==> config.mk <==
export PLATFORM = sky130hd
export DESIGN_NAME = tick_timer
export DESIGN_NICKNAME = d
export VERILOG_FILES = /design/src/rtl/tick_timer.sv
export SDC_FILE = /design/constraint.sdc
export NUM_CORES = 1
export LEC_CHECK = 0
export CAP_MARGIN = 5
export CORE_ASPECT_RATIO = 0.75
export CORE_MARGIN = 4
export CORE_UTILIZATION = 40
export DETAILED_ROUTE_END_ITERATION = 10
export PLACE_DENSITY = 0.7
export SYNTH_ARGS = -nofsm -noshare
export SYNTH_HDL_FRONTEND = slang
export SYNTH_SLANG_ARGS = --single-unit
==> constraint.sdc <==
create_clock -name clock_in -period 2.75 [get_ports clock_in]
set_clock_uncertainty 0.15 [all_clocks]
set_input_delay 0.55 -clock clock_in [delete_from_list [all_inputs] [get_ports clock_in]]
set_output_delay 0.55 -clock clock_in [all_outputs]
set_load 0.02 [all_outputs]
==> src/rtl/tick_timer.sv <==
// Programmable countdown timer: a synchronised, edge-detected tick_in decrements a loadable
// counter, with one-shot or periodic reload, an expiry pulse and a sticky flag.
module tick_timer #(
  parameter int unsigned WIDTH       = 32,
  parameter int unsigned SYNC_STAGES = 2
) (
  input  logic             clock_in,
  input  logic             reset,
  input  logic             tick_in,
  input  logic [WIDTH-1:0] load_value,
  input  logic             start,
  input  logic             stop,
  input  logic             periodic,
  input  logic             clear_flag,
  output logic [WIDTH-1:0] count,
  output logic             busy,
  output logic             expired,
  output logic             flag
);

  typedef enum logic [0:0] {StIdle, StRun} state_e;

  state_e                 state_q, state_d;
  logic [SYNC_STAGES-1:0] sync_q, sync_d;
  logic                   hist_q, hist_d;
  logic [WIDTH-1:0]       count_q, count_d;
  logic                   busy_q, busy_d;
  logic                   expired_q, expired_d;
  logic                   flag_q, flag_d;
  logic                   tick;

  assign tick = sync_q[SYNC_STAGES-1] & ~hist_q;

  always_comb begin
    sync_d    = {sync_q[SYNC_STAGES-2:0], tick_in};
    hist_d    = sync_q[SYNC_STAGES-1];
    state_d   = state_q;
    count_d   = count_q;
    expired_d = 1'b0;

    unique case (state_q)
      StIdle: begin
        if (start) begin
          count_d = load_value;
          if (load_value != '0) begin
            state_d = StRun;
          end else begin
            expired_d = 1'b1;
          end
        end
      end
      StRun: begin
        // stop beats start, and start beats a coincident tick.
        if (stop) begin
          state_d = StIdle;
        end else if (start) begin
          count_d = load_value;
        end else if (tick) begin
          if (count_q > WIDTH'(1)) begin
            count_d = count_q - WIDTH'(1);
          end else if (count_q == WIDTH'(1)) begin
            expired_d = 1'b1;
            if (periodic && (load_value != '0)) begin
              count_d = load_value;
            end else begin
              count_d = '0;
              state_d = StIdle;
            end
          end
        end
      end
      default: state_d = StIdle;
    endcase

    busy_d = (state_d == StRun);
    flag_d = expired_d | (flag_q & ~clear_flag);
  end

  always_ff @(posedge clock_in or negedge reset) begin
    if (!reset) begin
      state_q   <= StIdle;
      sync_q    <= '0;
      hist_q    <= 1'b0;
      count_q   <= '0;
      busy_q    <= 1'b0;
      expired_q <= 1'b0;
      flag_q    <= 1'b0;
    end else begin
      state_q   <= state_d;
      sync_q    <= sync_d;
      hist_q    <= hist_d;
      count_q   <= count_d;
      busy_q    <= busy_d;
      expired_q <= expired_d;
      flag_q    <= flag_d;
    end
  end

  assign count   = count_q;
  assign busy    = busy_q;
  assign expired = expired_q;
  assign flag    = flag_q;

endmodule
# Word level (Yosys, flattened, before mapping)
# Cells that the tools add are included.
# op_classes
n_addsub,1
magnitude_cmp,1
n_eq_ne,5
n_mux,25
bitwise,6
reduce_logical,3
# op_table
operator,count
two-way mux 32 bit,7
case mux 32 bit (2 select lines),1
"== test 32 x 1 -> 1 bit, second input constant",1
"> comparator 32 x 1 -> 1 bit, second input constant",1
nonzero test 32 bit,1
"subtractor 32 x 1 -> 32 bit, second input constant",1
two-way mux 1 bit,15
"inequality test 2 bit, second input constant",2
"inequality test 4 x 2 -> 1 bit, second input constant",1
case mux 1 bit (2 select lines),2
AND reduction 4 bit,1
"inequality test 3 x 2 -> 1 bit, second input constant",1
inverter 1 bit,3
AND 1 bit,2
logical AND 1 bit,1
bitwise OR 1 bit,1
# word_totals
regBits,38
in_bits,39
output_inout_bits,35
elab_cells,47

# Logic depth before layout (Yosys ltp)
# depth
ltp_word,9
depth_mapped,9
mapped_depth_nobuf,8

# Least setup slack after synthesis
# No wires, ideal clock.
# synth_timing
path_kind,reg-to-reg
start,register count_q[18] (netlist: count[18])
end,register count_q[31] (netlist: count[31])
setup_ns,0.126
t_arrival_ns,2.592
t_required_ns,2.474
slack_ns,-0.118
stages_incl_launch_ff,9
path_buffers,2
path_cell_list,dfrtp_1 > or4_1 > nor3_1 > nand2_2 > o41a_1 > and2_4 > buf_6 > buf_6 > a221o_1
# synth_between
elab_chain_cells,6
elab_cells_between_ends,10
classes_between,add/sub: 1; order compare: 1; eq/ne: 2; mux: 5; reduce/logical: 1
# synth_rtl
item,line_no,rtl
start: declaration,26,"logic [WIDTH-1:0] count_q, count_d;"
start signal: assignment,92,count_q <= count_d;
subtractor 32 x 1 -> 32 bit / > comparator 32 x 1 -> 1 bit (equally long branches),"60, 59",
two-way mux 32 bit,59,if (count_q > WIDTH'(1)) begin
two-way mux 32 bit,58,end else if (tick) begin
two-way mux 32 bit,56,end else if (start) begin
two-way mux 32 bit,54,if (stop) begin
case mux 32 bit (2 select lines),41,unique case (state_q)
# Parallel ways exist; a longest one is shown, timed or not. The select of a mux whose other input is x is not followed.
# A chain may end at the register's enable or synchronous reset.

# Worst setup path in the final report
# layout_timing
start,register count_q[22] (netlist: count[22])
end,register count_q[17] (netlist: count[17])
# layout_between
elab_chain_cells,6
elab_cells_between_ends,9
classes_between,order compare: 1; eq/ne: 2; mux: 5; reduce/logical: 1
# layout_rtl
item,line_no
> comparator 32 x 1 -> 1 bit,59
two-way mux 32 bit,59
two-way mux 32 bit,58
two-way mux 32 bit,56
two-way mux 32 bit,54
case mux 32 bit (2 select lines),41
# Parallel ways exist; a longest one is shown, timed or not. The select of a mux whose other input is x is not followed.

==> metrics.txt <==
commonest non-fill, non-tap cell in the layout=clkdlybuf4s50_1; largest family of logic cells by synthesized area=compound AO/OA/AOI/OAI gates; Setup TNS=0 ns; layout cell share with drive strength beyond 1=25.1%; total grt overflow=0; worst path required time=2.79 ns; grt met1 use=32.4%; Pwr Density=610 nW/µm²; placer congestion estimate=0.895; PnR worst setup slack=0.0110 ns; # clock sinks=38; FFs w/ async S/R, synth=100%; routed via count=2,974; CTS Root Cell=clkbuf_8; final hold viol count=0; Main synth FF type=dfrtp_1; starting density of the core=42.3%; Static Leak=0.00165 µW; Core Region=5950 µm²; sequential-to-total area share from yosys stat=37.8%; Syn Std Cell Area=2510 µm²; Syn Area/Cell=9.14 µm²; Final Util=67.7%; max-capacitance violation count=0; clock transition at the registers of the reported paths=0.08 ns; Startpoint Class=flip-flop; EDFF count, synth=0; grt peak-use layer=met2; # rows=24; post-synthesis mux area share=0%; most frequent cells in the layout=clkdlybuf4s50_1 (72), buf_4 (68), dfrtp_1 (34); CP Capture Type=flip-flop; pre-CTS WS=-0.202 ns; I/O Buffers=73; Worst EP arrival=2.78 ns; fill count=495; Tmin final=2.74 ns; WL/cell=18.5 µm; Die X-Extent=99.5 µm; Iter 0 DRT Violations=172; Slew headroom=40.6%; Simple-Gate Fraction of Synth Area=27.6%; Reg2Reg Setup Slack=0.01 ns; All-Layer GR Usage=23.1%; maximum VDD drop=0.000331 V; GR Util met2=34.3%; Final period util=99.6%; Worst-Margin Slew=0.892 ns; Post-Synth Adder-Cell Area=0.996%; initial antenna violation count=0; DRC=0; worst min path class=input port to asynchronous set/reset pin; largest net degree at the start of global routing=39; syn nets=316; Cell variety after synth=50; Die Y=76.7 µm; register bit total from synthesis=38; placed wire-length estimate=6.54 mm; global-route wire length before repair=14.2 mm; outcome=complete, no violations; vias in the first global route=2,861; WS Path Type=flip-flop to flip-flop; final antenna-violating net count=0; warnings from Yosys=0; # diodes=0; Final Net Count=454; RSZ-0062 raised after global routing=true; Num CTS Buffers=5; XOR/XNOR Fraction of Synth Area=0%; met3 Track Usage GR=6.17%; die area=7630 µm²; Layout area overhead=60.1%; Cells after Synth=275; Compound-Gate Fraction of Synth Area=28.8%; max frequency=365 MHz; routed vias/inst=6.04; # H-tree levels=2; Final Setup Violations=0; routed wire length=9.10 mm; clk_lat worst skew=0.30 ns; deepest clock path buffer count=2; CTS tree=yes; fin. max-slew vios=0; Worst Path Max Fanout=7; Top-Level Pins=74; 1st-pass router iterations=5
-- critical path, stage by stage (launching register included) --
cell and delay, ns:
dfrtp_1 0.39, or4_4 0.56, nor4_4 0.30, nand2_2 0.14, o41ai_4 0.39, buf_6 0.19, buf_12 0.12, nor3_1 0.10
a221o_1 0.30
-- metrics by stage --
step	instance area, µm²	power, µW	instances	hold slack, ns
3_3_place_gp	3810	1980	477	0.185
2_1_floorplan	2550	1400	275	0.104
4_1_cts	3900	2410	485	0.205
5_1_grt	4020	2590	492	0.227
6_report	4020	2460	492	0.206
3_5_place_dp	3810	2000	477	0.187
-- kinds of logic after synthesis --
kind of cell	Yosys count
DFF	38
and+or+nand+nor	122
buffers and inverters	24
AOI/OAI and AO/OA	89
adders and majority gates	2
-- synth_stat cells (all sizes together) (2+ instances only) --
| cell | number | area [µm²] |
|---|---|---|
| a211o | 9 | 78.8 |
| nand4 | 7 | 43.8 |
| a21boi | 2 | 15.0 |
| or4 | 5 | 41.3 |
| o2bb2ai | 14 | 123 |
| nor3b | 2 | 15.0 |
| or3 | 5 | 31.3 |
| nand2 | 22 | 85.1 |
| a21oi | 4 | 20.0 |
| o21ai | 15 | 75.1 |
| nor3 | 21 | 105 |
| inv | 8 | 30.0 |
| o41ai | 2 | 36.3 |
| a21o | 4 | 30.0 |
| a221o | 17 | 170 |
| clkbuf | 10 | 37.5 |
| dfrtp | 38 | 951 |
| nor4 | 24 | 178 |
| o21a | 6 | 45.0 |
| nand3 | 7 | 35.0 |
| ha | 2 | 25.0 |
| and3 | 2 | 12.5 |
| buf | 6 | 51.3 |
| a211oi | 4 | 30.0 |
| nand2b | 2 | 12.5 |
| nor2 | 16 | 60.1 |
| and4 | 2 | 17.5 |
| o31ai | 3 | 22.5 |
| nor4b | 3 | 26.3 |
-- worst paths after layout --
path                           start        end  cells after the start
max reg2reg                count[22]  count[17]                      8
min                            reset       busy                      1
min reg2reg                sync_q[0]  sync_q[1]                      0
min in group clock_in      sync_q[0]  sync_q[1]                      0
max in group asynchronous      reset  count[28]                      1
max                        count[22]  count[17]                      8
-- cell type report --
cell class | instances | area (µm²) | share of cell area (%)
clock buffers | 7 | 86.3 | 2.15
clock inverters | 1 | 5.00 | 0.124
inverters | 8 | 30.0 | 0.746
multi-input cells | 213 | 1500 | 37.2
flip-flops and latches | 38 | 956 | 23.8
well taps | 78 | 97.6 | 2.43
repair buffers | 147 | 1350 | 33.6
-- power by group --
part           total, µW  internal (µW)  switching [µW]
registers            817            679             138
clock network        407            203             204
logic               1230            624             608
-- sequential cells by signal (all words and copies together), names as in the netlist --
register  flops
flag          1
expired       1
hist_q        1
busy          1
count        32
sync_q        2
-- metal layers --
layer | share of wire (%) | vias up
met1 | 45 | 1391
met5 | 0 | -
li1 | - | 1388
met2 | 43 | 173
met3 | 9.7 | 22
met4 | 2.3 | 0
-- timing repair --
item | in CTS | in global routing
buffers inserted | 0 | 5
pin swaps | 0 | 5
setup endpoints to repair | 9 | 27
gates resized for setup | 1 | 9
hold buffers | 0 | 0
cloned | 0 | 2
(Power assumes the default switching activity.)
